[src/rtl/id_decode_stage.sv]
// RV32I decode stage: one registered ID/EX slot, load-use scoreboard, flush, illegal flag, stall counter.
// Accept to o_valid is 1 cycle; o_ready drops on hazard, flush, or a full slot that EX is not taking.
module id_decode_stage #(
  parameter int XLEN        = 32,
  parameter int LOAD_LAT    = 1,
  parameter int SUPPORT_SYS = 1,
  parameter int CNT_W       = 16
) (
  input  logic             i_clk,
  input  logic             i_rst_n,
  input  logic             i_valid,
  output logic             o_ready,
  input  logic [31:0]      i_instr,
  input  logic [XLEN-1:0]  i_pc,
  input  logic             i_flush,
  output logic             o_valid,
  input  logic             i_ready,
  output logic [XLEN-1:0]  o_pc,
  output logic [4:0]       o_rdReg1,
  output logic [4:0]       o_rdReg2,
  output logic [13:0]      o_ctrlEX,
  output logic [3:0]       o_ctrlMEM,
  output logic [6:0]       o_ctrlWB,
  output logic             o_illegal,
  output logic             o_stall,
  output logic [CNT_W-1:0] o_stall_cnt
);

  localparam int CW = $clog2(LOAD_LAT + 1);

  typedef struct packed {
    logic [1:0] alu_op;
    logic [1:0] alu_src;
    logic [2:0] func3;
    logic [6:0] func7;
  } ex_ctrl_t;

  typedef struct packed {
    logic jump;
    logic branch;
    logic mem_read;
    logic mem_write;
  } mem_ctrl_t;

  typedef struct packed {
    logic       reg_write;
    logic       mem_to_reg;
    logic [4:0] write_reg;
  } wb_ctrl_t;

  typedef enum logic {EMPTY, FULL} state_t;

  logic [6:0] opcode, f7;
  logic [2:0] f3;
  logic [4:0] rd, rs1, rs2;

  assign opcode = i_instr[6:0];
  assign rd     = i_instr[11:7];
  assign f3     = i_instr[14:12];
  assign rs1    = i_instr[19:15];
  assign rs2    = i_instr[24:20];
  assign f7     = i_instr[31:25];

  ex_ctrl_t  dec_ex;
  mem_ctrl_t dec_mem;
  wb_ctrl_t  dec_wb;
  logic [4:0] dec_rs1, dec_rs2;
  logic       dec_illegal;

  always_comb begin
    dec_ex      = '{2'b10, 2'b00, 3'b000, 7'b0};
    dec_mem     = '0;
    dec_wb      = '0;
    dec_rs1     = '0;
    dec_rs2     = '0;
    dec_illegal = 1'b1;
    if (i_instr[1:0] == 2'b11) begin
      case (opcode)
        7'b0110011: begin
          dec_ex = '{2'b10, 2'b00, f3, f7}; dec_wb = '{1'b1, 1'b0, rd};
          dec_rs1 = rs1; dec_rs2 = rs2; dec_illegal = 1'b0;
        end
        7'b0010011: begin
          // Only the shift-immediates carry a func7 field; other OPIMM top bits are immediate.
          dec_ex = '{2'b10, 2'b01, f3, (f3 == 3'b001 || f3 == 3'b101) ? f7 : 7'b0};
          dec_wb = '{1'b1, 1'b0, rd}; dec_rs1 = rs1; dec_illegal = 1'b0;
        end
        7'b0000011: begin
          dec_ex = '{2'b00, 2'b01, f3, 7'b0}; dec_mem = '{1'b0, 1'b0, 1'b1, 1'b0};
          dec_wb = '{1'b1, 1'b1, rd}; dec_rs1 = rs1; dec_illegal = 1'b0;
        end
        7'b0100011: begin
          dec_ex = '{2'b00, 2'b01, f3, 7'b0}; dec_mem = '{1'b0, 1'b0, 1'b0, 1'b1};
          dec_rs1 = rs1; dec_rs2 = rs2; dec_illegal = 1'b0;
        end
        7'b1100011: begin
          dec_ex = '{2'b01, 2'b00, f3, 7'b0}; dec_mem = '{1'b0, 1'b1, 1'b0, 1'b0};
          dec_rs1 = rs1; dec_rs2 = rs2; dec_illegal = 1'b0;
        end
        7'b1100111: begin
          dec_ex = '{2'b00, 2'b10, f3, 7'b0}; dec_mem = '{1'b1, 1'b1, 1'b0, 1'b0};
          dec_wb = '{1'b1, 1'b0, rd}; dec_rs1 = rs1; dec_illegal = 1'b0;
        end
        7'b0110111: begin
          dec_ex = '{2'b00, 2'b01, 3'b000, 7'b0}; dec_wb = '{1'b1, 1'b0, rd}; dec_illegal = 1'b0;
        end
        7'b0010111: begin
          dec_ex = '{2'b00, 2'b11, 3'b000, 7'b0}; dec_wb = '{1'b1, 1'b0, rd}; dec_illegal = 1'b0;
        end
        7'b1101111: begin
          dec_ex = '{2'b00, 2'b10, 3'b000, 7'b0}; dec_mem = '{1'b1, 1'b0, 1'b0, 1'b0};
          dec_wb = '{1'b1, 1'b0, rd}; dec_illegal = 1'b0;
        end
        7'b0001111, 7'b1110011: dec_illegal = (SUPPORT_SYS == 0);
        default: ;
      endcase
    end
  end

  // Scoreboard of loads already handed to EX whose result is not yet forwardable.
  logic [4:0]          sb_rd  [LOAD_LAT];
  logic [CW-1:0]       sb_cnt [LOAD_LAT];
  logic [LOAD_LAT-1:0] alloc_sel;
  logic                hit1, hit2, found, hazard, accept, handoff, alloc, out_load;
  state_t              state;

  assign o_valid  = (state == FULL);
  assign out_load = o_valid && o_ctrlMEM[1];
  assign handoff  = o_valid && i_ready && !i_flush;
  assign alloc    = handoff && o_ctrlMEM[1] && (o_ctrlWB[4:0] != 5'd0);

  always_comb begin
    hit1 = 1'b0;
    hit2 = 1'b0;
    for (int i = 0; i < LOAD_LAT; i++) begin
      if (sb_cnt[i] != '0) begin
        if (sb_rd[i] == dec_rs1) hit1 = 1'b1;
        if (sb_rd[i] == dec_rs2) hit2 = 1'b1;
      end
    end
  end

  assign hazard = i_valid &&
                  ((dec_rs1 != 5'd0 && (hit1 || (out_load && o_ctrlWB[4:0] == dec_rs1))) ||
                   (dec_rs2 != 5'd0 && (hit2 || (out_load && o_ctrlWB[4:0] == dec_rs2))));
  assign o_stall = hazard;
  assign o_ready = !hazard && !i_flush && (!o_valid || i_ready);
  assign accept  = i_valid && o_ready;

  // A slot at count 1 expires on this edge, so it is reusable by a same-cycle allocation.
  always_comb begin
    alloc_sel = '0;
    found     = 1'b0;
    for (int i = 0; i < LOAD_LAT; i++) begin
      if (alloc && !found && sb_cnt[i] <= CW'(1)) begin
        alloc_sel[i] = 1'b1;
        found        = 1'b1;
      end
    end
  end

  always_ff @(posedge i_clk or negedge i_rst_n) begin
    if (!i_rst_n) begin
      for (int i = 0; i < LOAD_LAT; i++) begin
        sb_rd[i]  <= '0;
        sb_cnt[i] <= '0;
      end
    end else begin
      for (int i = 0; i < LOAD_LAT; i++) begin
        if (alloc_sel[i]) begin
          sb_rd[i]  <= o_ctrlWB[4:0];
          sb_cnt[i] <= CW'(LOAD_LAT);
        end else if (sb_cnt[i] != '0) begin
          sb_cnt[i] <= sb_cnt[i] - CW'(1);
        end
      end
    end
  end

  // Hazard is a combinational hold on accept; the stored state is only whether the slot is full.
  always_ff @(posedge i_clk or negedge i_rst_n) begin
    if (!i_rst_n) begin
      state       <= EMPTY;
      o_pc        <= '0;
      o_rdReg1    <= '0;
      o_rdReg2    <= '0;
      o_ctrlEX    <= '0;
      o_ctrlMEM   <= '0;
      o_ctrlWB    <= '0;
      o_illegal   <= 1'b0;
      o_stall_cnt <= '0;
    end else begin
      if (o_stall && o_stall_cnt != '1) o_stall_cnt <= o_stall_cnt + CNT_W'(1);
      case (state)
        EMPTY: if (accept) state <= FULL;
        FULL:  if (i_flush || (i_ready && !accept)) state <= EMPTY;
      endcase
      if (accept) begin
        o_pc      <= i_pc;
        o_rdReg1  <= dec_rs1;
        o_rdReg2  <= dec_rs2;
        o_ctrlEX  <= dec_ex;
        o_ctrlMEM <= dec_mem;
        o_ctrlWB  <= dec_wb;
        o_illegal <= dec_illegal;
      end
    end
  end

endmodule

[config.mk]
export PLATFORM = sky130hd
export DESIGN_NAME = id_decode_stage
export DESIGN_NICKNAME = d
export VERILOG_FILES = /design/src/rtl/id_decode_stage.sv
export SDC_FILE = /design/constraint.sdc
export NUM_CORES = 1
export LEC_CHECK = 0
export ABC_AREA = 0
export CORE_UTILIZATION = 40
export CTS_CLUSTER_SIZE = 8
export DETAILED_ROUTE_END_ITERATION = 10
export GPL_TIMING_DRIVEN = 0
export MAX_ROUTING_LAYER = met4
export PLACE_DENSITY = 0.72
export SLEW_MARGIN = 20
export SYNTH_ARGS = -nofsm -noshare
export SYNTH_HDL_FRONTEND = slang
export SYNTH_SLANG_ARGS = --single-unit
export TNS_END_PERCENT = 10
[constraint.sdc]
create_clock -name i_clk -period 3.95 [get_ports i_clk]
set_input_delay 0.395 -clock i_clk [delete_from_list [all_inputs] [get_ports i_clk]]
set_output_delay 0.395 -clock i_clk [all_outputs]
set_load 0.005 [all_outputs]
### Yosys cells after proc, flatten, opt, wreduce, memory -nomap -nowiden

Index checks and enable logic that the tools add are counted.

| word-level totals | value |
|---|---|
| output and inout port bits | 87 |
| flip-flop bits (word level) | 91 |
| input port bits | 69 |
| word-level logic and storage cells | 91 |

| operators by class | value |
|---|---|
| add/subtract/negate cells | 2 |
| mux-type cells | 23 |
| magnitude comparators | 1 |
| equal/unequal tests | 19 |
| bitwise operators | 1 |
| reductions and logical operators | 34 |

Operators by type and width:

| operator | number |
|---|---|
| 14-bit one-hot mux with 8 select lines | 1 |
| 7-bit equality test, second input constant | 4 |
| 7-bit by 6-bit equality test with 1-bit output, second input constant | 3 |
| 5-bit equality test | 4 |
| 5-bit 2-to-1 mux | 4 |
| 4-bit one-hot mux with 5 select lines | 1 |
| 16-bit by 1-bit adder with 16-bit output, second input constant | 1 |
| 1-bit logical AND | 16 |
| 16-bit != test, second input constant | 1 |
| 5-bit nonzero test | 3 |
| 7-bit by 5-bit equality test with 1-bit output, second input constant | 2 |
| 14-bit 2-to-1 mux | 1 |
| 7-bit 2-to-1 mux | 2 |
| 7-bit one-hot mux with 2 select lines | 1 |
| 6-bit OR reduction | 2 |
| 1-bit 2-to-1 mux | 11 |
| 11-bit OR reduction | 1 |
| 7-bit by 2-bit equality test with 1-bit output, second input constant | 1 |
| 7-bit by 4-bit equality test with 1-bit output, second input constant | 1 |
| 1-bit logical OR | 6 |
| 1-bit logical NOT | 4 |
| 4-bit 2-to-1 mux | 1 |
| 3-bit by 1-bit equality test with 1-bit output, second input constant | 1 |
| 3-bit equality test, second input constant | 1 |
| 7 further kinds | 7 |

### Depth between registers and ports, before layout

Gate-level depths: netlist of run 1.

| depth | value |
|---|---|
| word-level depth | 20 |
| mapped depth | 12 |
| depth with buffers taken out | 8 |

### Worst setup path after synthesis of run 1

Ideal clock, no wire load.

| timing | value |
|---|---|
| path kind | in2reg |
| from | input i_instr[2] |
| to | register o_pc[18] |
| arrival time | 2252 ps |
| setup time | 125 ps |
| data required time | 3825 ps |
| stages | 11 |
| buffers on the path | 4 |
| slack | 1573 ps |
| cells stage by stage | buf_6 or2_4 a21oi_4 buf_6 a21oi_2 o2111ai_2 o2111ai_2 nor2_2 buf_6 buf_12 mux2_4 |

| on the way | value |
|---|---|
| longest elaborated chain between the ends | 15 |
| elaborated cells between the ends (all ways) | 34 |
| classes of those cells | eq/ne (10); mux (8); reduce/logical (16) |

RTL lines:

| what | line | RTL |
|---|---|---|
| start: declaration | 13 | `input logic [31:0] i_instr,` |
| 7-bit equality test (tied with other cells) | 78 | `case (opcode)` |
| 6-bit OR reduction (no line) or 3-bit OR reduction (tied branches) | n/a |  |
| 5-bit 2-to-1 mux | 78 |  |
| 5-bit 2-to-1 mux | 77 | `if (i_instr[1:0] == 2'b11) begin` |
| 5-bit equality test (on tied branches) | 137, 138 |  |
| 1-bit 2-to-1 mux (on tied branches) | 137, 138 |  |
| 1-bit 2-to-1 mux | 136 | `if (sb_cnt[i] != '0) begin` |
| 1-bit logical OR (on tied branches) | 144, 145 |  |
| 1-bit logical AND (on tied branches) | 144, 145 |  |
| 1-bit logical OR (*) | 144 | `((dec_rs1 != 5'd0 && (hit1 \|\| (out_load && o_ctrlWB[4:0] == dec_rs1))) \|\|` |
| 1-bit logical AND (*) | 143 | `assign hazard = i_valid &&` |
| 1-bit logical NOT (*) | 147 | `assign o_ready = !hazard && !i_flush && (!o_valid \|\| i_ready);` |
| 1-bit logical AND (*) (2 in series) | 147 |  |
| 1-bit logical AND (*) | 148 | `assign accept = i_valid && o_ready;` |
| end signal: assignment | 199 | `o_pc <= i_pc;` |
| end: declaration | 18 | `output logic [XLEN-1:0] o_pc,` |

Every way passes the cells marked *; elsewhere a longest branch is shown, timed or not.
A chain may end at the register's enable or synchronous reset.

### Worst setup path after layout of run 1

| timing | value |
|---|---|
| from | input i_instr[3] |
| to | output o_stall |

| on the way | value |
|---|---|
| longest elaborated chain between the ends | 11 |
| elaborated cells between the ends (all ways) | 30 |
| classes of those cells | eq/ne (10); mux (8); reduce/logical (12) |

RTL lines:

| what | line | RTL |
|---|---|---|
| 7-bit equality test (tied with other cells) | 78 |  |
| 6-bit OR reduction (no line) or 3-bit OR reduction (tied branches) | n/a |  |
| 5-bit 2-to-1 mux | 78 |  |
| 5-bit 2-to-1 mux | 77 |  |
| 5-bit equality test (on tied branches) | 137, 138 |  |
| 1-bit 2-to-1 mux (on tied branches) | 137, 138 |  |
| 1-bit 2-to-1 mux | 136 |  |
| 1-bit logical OR (on tied branches) | 144, 145 |  |
| 1-bit logical AND (on tied branches) | 144, 145 |  |
| 1-bit logical OR (*) | 144 |  |
| 1-bit logical AND (*) | 143 |  |
| end: declaration | 25 | `output logic o_stall,` |

Marks and branches as above.

==> flow_summary.rst, run 1 <==
.. list-table::
   :header-rows: 1

   * - Metric
     - Value
   * - Status
     - finished, final reports clean
   * - Share of post-route cells with drive strength above 1
     - 0.147
   * - Buffers on Ports
     - 154
   * - Hold violation count in the final report
     - 0
   * - Placement Rows
     - 38
   * - Cell area after synthesis
     - 4630 um2
   * - Global placer's final weighted congestion
     - 0.914
   * - Area share of the largest cell type after synthesis
     - 0.486
   * - Achievable clock frequency
     - 300 MHz
   * - Wire length of the first global-routing pass
     - 20500 um
   * - Die Area
     - 12000 um2
   * - Worst voltage drop across the vdd grid
     - 0.000283 V
   * - Clock buffer count from CTS
     - 9
   * - Type of origin of the critical path
     - input pin
   * - Area of the multi-input gates
     - 2120 um2
   * - Delay of the slowest cell on the worst path
     - 560 ps
   * - Count of cell types in the netlist
     - 60
   * - Worst-margin pin slew
     - 701 ps
   * - Critical Path Sink Type
     - output port
   * - Largest area contributor in the netlist
     - sky130_fd_sc_hd__dfrtp_1
   * - Maximum net fanout on the critical path
     - 9
   * - Relative slew slack
     - 0.529
   * - Number of clock sinks
     - 90
   * - End of the critical path
     - o_stall
   * - Endpoint of the most critical register-to-register path
     - o_ctrlMEM[2]
   * - Total vias in the final route
     - 4135
   * - Vias per inst
     - 5.60
   * - Vias in the first global route
     - 4144
   * - Worst EP required
     - 3560 ps
   * - CTS H-tree lvls
     - 3
   * - Residual DRC
     - 0
   * - Register-to-register path setup slack
     - 1360 ps
   * - Cell leakage power
     - 0.00274 uW
   * - Maximum buffer depth of the clock tree
     - 2
   * - Synth top area cells
     - sky130_fd_sc_hd__dfrtp_1 49%, sky130_fd_sc_hd__mux2_2 7.5%, sky130_fd_sc_hd__o21ai_0 3.8%
   * - Post-placement cell area
     - 6370 um2
   * - RR Startpoint
     - o_ctrlWB[1]
   * - Core Footprint
     - 11100 um2
   * - Number of maximum-capacitance constraint violations
     - 0
   * - RSZ-0062 raised after global routing
     - false
   * - Share of the yosys chip area belonging to registers
     - 0.486
   * - Starting Density
     - 0.418
   * - Utilization after layout
     - 0.608
   * - Syn avg cell area
     - 10.8 um2
   * - Cell Pwr Density
     - 373 nW/um2
   * - Filler cell count in the final layout
     - 995
   * - Number of synthesized register bits
     - 90
   * - Post-synth top flop
     - sky130_fd_sc_hd__dfrtp_1
   * - Proportion of synthesized flip-flops having asynchronous set or reset
     - 1.00
   * - Storage cell area
     - 2250 um2
   * - Number of nets produced by synthesis
     - 497
   * - Minimum clock period
     - 3330 ps
   * - Starting DRT DRC Count
     - 303
   * - Hold crit path type
     - input pin to asynchronous set/reset pin
   * - Chip width
     - 110 um
   * - WS Path Type
     - input pin to output port
   * - Pre-Repair DR Iteration Count
     - 6
   * - Residual antenna-violating net count after detailed routing
     - 0
   * - Share of the clock period used by the worst path after layout
     - 0.844
   * - Cell at the root of the clock tree
     - sky130_fd_sc_hd__clkbuf_16
   * - Register-to-Register Path Depth
     - 9
   * - Worst clock skew on the final layout
     - 4.84 ps
   * - Arrival time of data at the critical path endpoint
     - 2940 ps
   * - Number of antenna violations at the first check in global routing
     - 0
   * - YS warnings
     - 0
   * - Final count of pins violating max slew
     - 0
   * - EDFF count, synth
     - 0
   * - Count of mapped cells out of synthesis
     - 427
   * - Wirelength, routed
     - 13100 um
   * - TritonCTS clock tree
     - built
   * - Diodes inserted
     - 0
   * - GRT Resource Usage Total
     - 0.232
   * - Hold buffer count at cts
     - 0
   * - Number of gates given a new drive strength after cts
     - 0
   * - Area added between synthesis and finish
     - 45.6%
   * - Post-route cell area
     - 6740 um2
   * - Startpoint of the worst setup timing path
     - i_instr[3]
   * - Number of placed I/O pins
     - 156
   * - Clk pin slew, worst setup/hold paths
     - 60 ps
   * - Final setup violation count
     - 0
   * - Crit path top cell by count
     - sky130_fd_sc_hd__clkdlybuf4s50_1
   * - Net total in the final layout
     - 663
   * - Routed WL per cell
     - 17.7 um
   * - Vert. Die Dim
     - 110 um
   * - Number of buffers inserted to repair setup after CTS
     - 0
   * - Maximum number of pins on one net before global-route repair
     - 52
   * - Critical path cell sequence
     - clkdlybuf4s50_1 -> and3b_1 -> o21ai_2 -> a2111oi_0 -> o2111ai_1 -> a41oi_1 -> clkdlybuf4s50_1
   * - Overflow after GRT
     - 0
   * - Worst path slowest cell
     - sky130_fd_sc_hd__clkdlybuf4s50_1
   * - Later-pin clock latency in the skew report
     - 340 ps
   * - Half-perimeter wire length after detailed placement
     - 9730 um
## layout by cell type (no fill, tap or decap), drive strengths merged, types with 18 or more instances in the layout
cell type	netlist	final
buf	17	19
clkbuf	12	23
clkdlybuf4s50	0	153
dfrtp	90	90
mux2	40	40
nand2	35	35
nand3	18	18
o21ai	36	36
## critical path, delay by kind of cell
kind,cells,cell delay [ps]
AND/OR/NAND/NOR,1,350
buffers and inverters,2,1090
AO/OA/AOI/OAI,4,1090
## power by group
group          internal [uW]  leakage (uW)  switching, uW
clock network            699      0.000180            347
logic                    275       0.00139            156
registers                993       0.00117           41.3
total                   1970       0.00274            545
## cells in the mapped netlist (all sizes together) (7+ instances only)
library cell and n:
dfrtp 90, mux2 40, o21ai 36, nand2 35, nand3 18, buf 17, nor2 17, o31ai 17
xnor2 17, inv 13, clkbuf 12, nand4 12, o41ai 11, and3 8, xor2 7
## state kept, by name (all words and copies together), names as in the netlist
name	count
sb_cnt	1
o_stall_cnt	16
o_valid	1
o_rdReg1	5
sb_rd	5
o_ctrlMEM	4
o_ctrlEX	14
o_rdReg2	5
o_pc	32
o_illegal	1
o_ctrlWB	6
## metrics by stage
| step | TNS (ps) | power [uW] | cells | setup slack [ps] | hold WS, ps |
|---|---|---|---|---|---|
| finish | 0 | 2510 | 738 | 616 | 29.1 |
| CTS | 0 | 2540 | 738 | 670 | 46.8 |
| global placement | -67700 | 1470 | 721 | -757 | 474 |
| floorplan | 0 | 1200 | 427 | 1570 | 99.4 |
| global route | 0 | 2610 | 738 | 487 | 64.0 |
| detailed placement | 0 | 1480 | 722 | 680 | 414 |
## kinds of logic (layout without fill, tap and decap cells)
family | count (synthesis) | after routing | synth area share
AND/OR/NAND/NOR | 131 | 131 | 0.152
buffers and inverters | 42 | 213 | 0.0549
AO/OA/AOI/OAI | 98 | 98 | 0.152
XOR/XNOR | 24 | 24 | 0.0454
multiplexers | 41 | 41 | 0.107
adder cells (fa/ha/maj) | 1 | 1 | 0.00270
flip-flops | 90 | 90 | 0.486
## layout make-up
cell class              instances  share of cell area
clock buffers                  11              0.0360
well taps                     140              0.0260
flip-flops and latches         90               0.334
multi-input cells             295               0.315
plain buffers                  29              0.0304
clock inverters                 5              0.0186
repair buffers                155               0.232
inverters                      13             0.00724
## worst min-delay path by stage
stage                     from               to  cells after the start
2_1_floorplan          i_rst_n      o_ctrlEX[0]                      0
3_3_place_gp   o_stall_cnt[11]  o_stall_cnt[11]                      1
3_5_place_dp           i_rst_n      o_ctrlEX[9]                      1
4_1_cts                i_rst_n      o_ctrlEX[9]                      1
5_1_grt                i_rst_n      o_ctrlEX[9]                      1
6_report               i_rst_n      o_ctrlEX[9]                      1
## metal layers
metal	global-route usage	wire length [um]
met1	0.288	5480
met2	0.371	6370
met3	0.0486	979
met4	0.0905	247
met5	-	0
No activity file was read; power rests on OpenSTA's default activity.
==> run 2, diff against run 1 <==
PLACE_DENSITY = 0.74   (was 0.72)
clock period = 3 ns   (was 3.95 ns; I/O delays follow)
==> flow_summary.rst, run 2 (same netlist as run 1, synthesis figures left out) <==
.. list-table::
   :header-rows: 1

   * - Metric
     - Value
   * - Status
     - finished, final reports clean
   * - Starting DRT DRC Count
     - 266 (-12%)
   * - Worst clock skew on the final layout
     - 5.01 ps (+0.168 ps)
   * - Pre-Repair DR Iteration Count
     - 5 (-1)
   * - Hold Path Cell Cnt
     - 3
   * - Number of maximum-capacitance constraint violations
     - 0 (unchanged)
   * - Hold violation count in the final report
     - 0 (unchanged)
   * - Vias in the first global route
     - 4098 (-1.1%)
   * - Crit path top cell by count
     - sky130_fd_sc_hd__clkdlybuf4s50_1
   * - Post-placement cell area
     - 6370 um2 (unchanged)
   * - Switching share of power
     - 0.235 (+0.0181)
   * - Registers with the highest flip-flop counts
     - o_pc: 32 flops, o_stall_cnt: 16 flops, o_ctrlEX: 14 flops
   * - Net switching component of the power
     - 725 uW (+33%)
   * - Clock buffer count from CTS
     - 9 (unchanged)
   * - Share of the clock period used by the worst path after layout
     - 0.981
   * - Type of origin of the critical path
     - input pin
   * - Wirelength, routed
     - 13000 um (-0.59%)
   * - Fraction of power consumed by the clock network
     - 0.373 (-0.043)
   * - Global placer's final weighted congestion
     - 0.863 (-5.6%)
   * - Maximum net fanout on the critical path
     - 10 (+1)
   * - Worst voltage drop across the vdd grid
     - 0.000305 V (+8.0%)
   * - Arrival time of data at the critical path endpoint
     - 2640 ps (-300 ps)
   * - Endpoint of the most critical register-to-register path
     - o_ctrlMEM[2]
   * - Residual antenna-violating net count after detailed routing
     - 0 (unchanged)
   * - Worst EP required
     - 2700 ps (-860 ps)
   * - Placement Rows
     - 38 (unchanged)
   * - WS Path Type
     - input pin to output port
   * - Hold Path Sink
     - o_ctrlMEM[3]
   * - Routed WL per cell
     - 17.4 um (-1.8%)
   * - Cell Pwr Density
     - 455 nW/um2 (+22%)
   * - Achievable clock frequency
     - 340 MHz
   * - Non-filler instance count after layout
     - 747 (+1.2%)
   * - Vert. Die Dim
     - 110 um (unchanged)
   * - Relative slew slack
     - 0.478 (-0.0512)
   * - Share of post-route cells with drive strength above 1
     - 0.167 (+0.0201)
   * - Seq pwr share
     - 0.441 (+0.029)
   * - Later-pin clock latency in the skew report
     - 340 ps (about the same)
   * - Overflow after GRT
     - 0 (unchanged)
   * - Final setup violation count
     - 0 (unchanged)
   * - Starting Density
     - 0.418 (unchanged)
   * - Residual DRC
     - 0 (unchanged)
   * - Area of the multi-input gates
     - 2160 um2 (+1.8%)
   * - Register-to-Register Path Depth
     - 9 (unchanged)
   * - Critical path cell sequence
     - clkdlybuf4s50_1 -> buf_2 -> and3b_2 -> o21ai_4 -> a2111oi_1 -> o2111ai_1 -> a41oi_2 -> clkdlybuf4s50_1
   * - Core Footprint
     - 11100 um2 (unchanged)
   * - RR Startpoint
     - o_ctrlWB[1]
   * - Post-route cell area
     - 6770 um2 (+0.50%)
   * - GRT Resource Usage Total
     - 0.227 (-0.00509)
   * - Number of clock sinks
     - 90 (unchanged)
   * - Final count of pins violating max slew
     - 0 (unchanged)
   * - Clk pin slew, worst setup/hold paths
     - 60 ps (about the same)
   * - Largest reg by FF count
     - o_pc
   * - CTS H-tree lvls
     - 3 (unchanged)
   * - Maximum number of pins on one net before global-route repair
     - 54 (+3.8%)
   * - Commonest cells after routing, fill and taps aside
     - 149 x sky130_fd_sc_hd__clkdlybuf4s50_1, 89 x sky130_fd_sc_hd__dfrtp_1, 35 x sky130_fd_sc_hd__o21ai_0, 34 x sky130_fd_sc_hd__nand2_1, 31 x sky130_fd_sc_hd__mux2_2
   * - Wire length of the first global-routing pass
     - 20000 um (-2.8%)
   * - Net total in the final layout
     - 669 (+0.90%)
   * - Internal cell power
     - 2360 uW (+20%)
   * - Cell count after placement
     - 722 (unchanged)
   * - Worst Min Path Start
     - i_instr[2]
   * - Cell at the root of the clock tree
     - sky130_fd_sc_hd__clkbuf_16
   * - Comb pwr share
     - 0.186 (+0.014)
   * - Register-to-register path setup slack
     - 530 ps (-830 ps)
   * - Storage cell area
     - 2250 um2 (about the same)
   * - Maximum buffer depth of the clock tree
     - 2 (unchanged)
   * - Vias per inst
     - 5.51 (-1.7%)
   * - Half-perimeter wire length after detailed placement
     - 9610 um (-1.3%)
   * - Worst path slowest cell
     - sky130_fd_sc_hd__clkdlybuf4s50_1
   * - Commonest non-fill, non-tap cell in the layout
     - sky130_fd_sc_hd__clkdlybuf4s50_1
   * - Critical Path Sink Type
     - output port
   * - Cell leakage power
     - 0.00276 uW (+0.89%)
   * - Area added between synthesis and finish
     - 46.3%
   * - Number of antenna violations at the first check in global routing
     - 3 (+3)
   * - Filler cell count in the final layout
     - 968 (-2.7%)
   * - Number of placed I/O pins
     - 156 (unchanged)
   * - Chip width
     - 110 um (unchanged)
   * - Buffers on Ports
     - 154 (unchanged)
   * - Worst-margin pin slew
     - 777 ps (+76.2 ps)
   * - Total vias in the final route
     - 4115 (-0.48%)
   * - Delay of the slowest cell on the worst path
     - 540 ps (-20 ps)
   * - TritonCTS clock tree
     - built
   * - Hold crit path type
     - input pin to flip-flop
   * - RSZ-0062 raised after global routing
     - true
   * - Die Area
     - 12000 um2 (unchanged)
   * - Minimum clock period
     - 2940 ps
   * - Number of flip-flops under the largest register name
     - 32 (unchanged)
==> run 2: worst max-delay path by stage <==
stage,from,end,slack (ps),cells after the start
global placement,i_rst_n,o_pc[12],-1590,1
CTS,i_instr[18],o_ready,-1,8
global route,i_instr[6],o_ready,-30,9
floorplan,i_instr[2],o_pc[18],720,11
detailed placement,i_instr[3],o_pc[22],-170,11
finish,i_instr[4],o_stall,60,8
==> run 2: worst max-delay path: cells and delay by family <==
kind	cells	cell delay, ps
buffers and inverters	3	1140
AO/OA/AOI/OAI	4	920
AND/OR/NAND/NOR	1	280
==> run 2: power by group through the flow <==
stage / Sequential [uW] / Clock (uW) / Combinational, uW
floorplan: 1390 / 0 / 195
global placement: 1380 / 0 / 555
detailed placement: 1380 / 0 / 568
CTS: 1360 / 1180 / 575
global route: 1370 / 1230 / 622
finish: 1360 / 1150 / 574
==> run 2: timing repair <==
item | CTS | global route
setup buffers | 3 | 2
hold buffers | 1 | 0
setup endpoints to repair | 2 | 2
gates resized for setup | 5 | 9
endpoints found under the hold margin | 37 | 0
pin swaps | 1 | 2
==> run 2: area by class of cell <==
cell class | count | share of cell area
inverter | 13 | 0.00720
multi-input combinational | 295 | 0.319
antenna | 3 | 0.00111
sequential | 90 | 0.333
clock buffer | 11 | 0.0373
tap | 140 | 0.0259
timing repair buffer | 161 | 0.239
buffer | 29 | 0.0303
clock inverter | 5 | 0.00776
==> run 2: layer usage <==
layer  wire, um  part of all wire  global-route usage  up-vias
met3        812             0.062              0.0456       14
met5          0                 0                   -        -
li1           -                 -                   -     1919
met1       5590              0.43               0.282     2025
met4        182             0.014              0.0838        0
met2       6420              0.49               0.367      157
==> run 2: metrics by stage <==
stage | setup TNS, ps | setup WS, ps | utilization | hold slack (ps) | power (uW)
2_1_floorplan | 0 | 718 | - | 4.41 | 1580
3_3_place_gp | -145740 | -1590 | 0.573 | 473 | 1930
3_5_place_dp | -4150 | -170 | 0.575 | 309 | 1950
4_1_cts | -1.48 | -1.48 | 0.606 | 276 | 3120
5_1_grt | -46.1 | -31.3 | 0.611 | 285 | 3220
6_report | 0 | 58.5 | 0.611 | 287 | 3090
==> run 3, diff against run 2 <==
PLACE_DENSITY = 0.71   (was 0.74)
clock period = 3.45 ns   (was 3 ns; I/O delays follow)
==> flow_summary.rst, run 3 (same netlist as run 1, synthesis figures left out) <==
.. list-table::
   :header-rows: 1

   * - Metric
     - Value
   * - Registers with the highest flip-flop counts
     - o_pc: 32 flops, o_stall_cnt: 16 flops, o_ctrlEX: 14 flops
   * - TNS Setup
     - 0 ps (unchanged)
   * - Cell at the root of the clock tree
     - sky130_fd_sc_hd__clkbuf_16
   * - WS Path Type
     - input pin to output port
   * - Number of flip-flops under the largest register name
     - 32 (unchanged)
   * - Area added between synthesis and finish
     - 45.0%
   * - Maximum number of pins on one net before global-route repair
     - 55 (+1.9%)
   * - Cell Pwr Density
     - 410 nW/um2 (-10%)
   * - Later-pin clock latency in the skew report
     - 340 ps (about the same)
   * - Residual antenna-violating net count after detailed routing
     - 0 (unchanged)
   * - Die Area
     - 12000 um2 (unchanged)
   * - Net switching component of the power
     - 643 uW (-11%)
   * - GRT Resource Usage Total
     - 0.229 (+0.00154)
   * - Hold violation count in the final report
     - 0 (unchanged)
   * - Vert. Die Dim
     - 110 um (unchanged)
   * - CTS H-tree lvls
     - 3 (unchanged)
   * - Achievable clock frequency
     - 308 MHz
   * - Diodes inserted
     - 0 (-3)
   * - Residual DRC
     - 0 (unchanged)
   * - Seq pwr share
     - 0.430 (-0.011)
   * - Pre-Repair DR Iteration Count
     - 5 (unchanged)
   * - Filler cell count in the final layout
     - 963 (-0.52%)
   * - Cell count after placement
     - 722 (unchanged)
   * - Starting Density
     - 0.418 (unchanged)
   * - Status
     - finished, final reports clean
   * - Power consumption
     - 2750 uW (-11%)
   * - Largest reg by FF count
     - o_pc
   * - Worst voltage drop across the vdd grid
     - 0.000308 V (+0.77%)
   * - Global placer's final weighted congestion
     - 0.864 (+0.16%)
   * - Hold slack
     - 335 ps (+47.3 ps)
   * - Maximum net fanout on the critical path
     - 9 (-1)
   * - RSZ-0062 raised after global routing
     - false
   * - Hold Path Cell Cnt
     - 3 (unchanged)
   * - Number of antenna violations at the first check in global routing
     - 0 (-3)
   * - Vias per inst
     - 5.48 (-0.49%)
   * - Critical Path Sink Type
     - output port
   * - Pre-CTS WS
     - 206 ps (+376 ps)
   * - Number of buffers inserted to repair setup after CTS
     - 0 (-3)
   * - Share of post-route cells with drive strength above 1
     - 0.149 (-0.0186)
   * - Total vias in the final route
     - 4051 (-1.6%)
   * - Routed WL per cell
     - 17.2 um (-1.5%)
   * - Number of placed I/O pins
     - 156 (unchanged)
   * - Register-to-Register Path Depth
     - 9 (unchanged)
   * - Starting DRT DRC Count
     - 286 (+7.5%)
   * - Net total in the final layout
     - 664 (-0.75%)
   * - Share of the clock period used by the worst path after layout
     - 0.942
   * - Switching share of power
     - 0.234 (-0.00141)
   * - Clk pin slew, worst setup/hold paths
     - 70 ps (about the same)
   * - Vias in the first global route
     - 4085 (-0.32%)
   * - Worst EP required
     - 3110 ps (+410 ps)
   * - Commonest non-fill, non-tap cell in the layout
     - sky130_fd_sc_hd__clkdlybuf4s50_1
   * - Met1 Track Usage GR
     - 0.292 (+0.0102)
   * - Core Footprint
     - 11100 um2 (unchanged)
   * - TritonCTS clock tree
     - built
   * - Buffers on Ports
     - 154 (unchanged)
   * - Wire length of the first global-routing pass
     - 20400 um (+2.2%)
   * - Worst-margin pin slew
     - 707 ps (-69.7 ps)
   * - Type of origin of the critical path
     - input pin
   * - Global-route layer with the greatest usage
     - met2
   * - Wirelength, routed
     - 12700 um (-2.5%)
   * - Number of clock sinks
     - 90 (unchanged)
   * - Placement Rows
     - 38 (unchanged)
   * - Number of maximum-capacitance constraint violations
     - 0 (unchanged)
   * - Fin worst setup slack
     - 200 ps (+141 ps)
   * - Relative slew slack
     - 0.525 (+0.0468)
   * - Internal cell power
     - 2110 uW (-11%)
   * - GR met3 Demand/Resource
     - 0.0391 (-0.00652)
   * - Chip width
     - 110 um (unchanged)
   * - Comb pwr share
     - 0.179 (-0.007)
   * - Non-filler instance count after layout
     - 739 (-1.1%)
   * - Fraction of power consumed by the clock network
     - 0.391 (+0.018)
   * - Clock buffer count from CTS
     - 9 (unchanged)
   * - Final setup violation count
     - 0 (unchanged)
   * - Cell leakage power
     - 0.00272 uW (-1.3%)
   * - GR met2 Demand/Resource
     - 0.374 (+0.00764)
   * - Final count of pins violating max slew
     - 0 (unchanged)
   * - Commonest cells after routing, fill and taps aside
     - 153 x sky130_fd_sc_hd__clkdlybuf4s50_1, 90 x sky130_fd_sc_hd__dfrtp_1, 35 x sky130_fd_sc_hd__nand2_1, 35 x sky130_fd_sc_hd__o21ai_0, 31 x sky130_fd_sc_hd__mux2_2
   * - Worst clock skew on the final layout
     - 6.62 ps (+1.62 ps)
   * - Half-perimeter wire length after detailed placement
     - 9460 um (-1.5%)
   * - Arrival time of data at the critical path endpoint
     - 2910 ps (+270 ps)
   * - Hold crit path type
     - input pin to flip-flop
   * - Minimum clock period
     - 3250 ps
   * - Overflow after GRT
     - 0 (unchanged)
   * - Maximum buffer depth of the clock tree
     - 2 (unchanged)
run 3: changes by cell type in the layout (fill, tap and decap cells not counted), sizes merged:
cell           previous run  this run
dlygate4sd2               2         0
buf                      24        19
clkinv                    3         2
diode                     3         0
clkdlybuf4s50           149       153
inv                      13        15
clkbuf                   23        22
bufinv                    1         2
clkinvlp                  1         0
dlymetal6s2s              2         0
run 3: worst paths after layout:
| kind | startpoint | to | slack (ps) |
|---|---|---|---|
| hold reg to reg | o_stall_cnt[11] | o_stall_cnt[11] | 490 |
| min in group asynchronous | i_rst_n | o_ctrlWB[0] | 480 |
| max in group asynchronous | i_rst_n | o_ctrlEX[11] | 2390 |
| setup / recovery | i_instr[3] | o_stall | 200 |
| setup reg to reg | o_ctrlWB[1] | o_rdReg1[0] | 790 |
| hold / removal | i_instr[2] | o_ctrlMEM[3] | 330 |
run 3: layout make-up:
class	count	area, um2	share of cell area
Clock buffer	10	239	0.0356
Inverter	13	48.8	0.00727
Timing Repair Buffer	156	1580	0.235
Multi-Input combinational cell	295	2120	0.316
Buffer	29	205	0.0306
Sequential cell	90	2250	0.336
Tap cell	140	175	0.0261
Clock inverter	6	87.6	0.0130
run 3: through the flow:
stage | instance area (um2) | util
4_1_cts | 6710 | 0.606
6_report | 6710 | 0.606
5_1_grt | 6710 | 0.606
2_1_floorplan | 4630 | -
3_3_place_gp | 6350 | 0.573
3_5_place_dp | 6380 | 0.576
run 3: power by group through the flow:
stage | sequential (uW) | clock [uW] | combinational [uW]
after CTS | 1180 | 1100 | 499
after floorplan | 1200 | 0 | 170
after detailed placement | 1200 | 0 | 497
final | 1180 | 1080 | 494
after global routing | 1190 | 1140 | 535
after global placement | 1200 | 0 | 483
run 3: metal layers:
metal / vias up / share of wire
met4: 0 / 0.014
met2: 146 / 0.50
met1: 1984 / 0.43
li1: 1903 / -
met5: - / 0
met3: 18 / 0.054
run 3: worst max-delay path: stages:
cell and delay (ps):
sky130_fd_sc_hd__clkdlybuf4s50_1 550, sky130_fd_sc_hd__and3b_1 360, sky130_fd_sc_hd__o21ai_2 150, sky130_fd_sc_hd__a2111oi_0 400, sky130_fd_sc_hd__o2111ai_1 180, sky130_fd_sc_hd__a41oi_1 350
sky130_fd_sc_hd__clkdlybuf4s50_1 560
run 3: timing repair:
action / 4_1_cts / 5_1_grt
resized for setup: 0 / 0
hold buffers: 1 / 0
endpoints found under the hold margin: 36 / 0
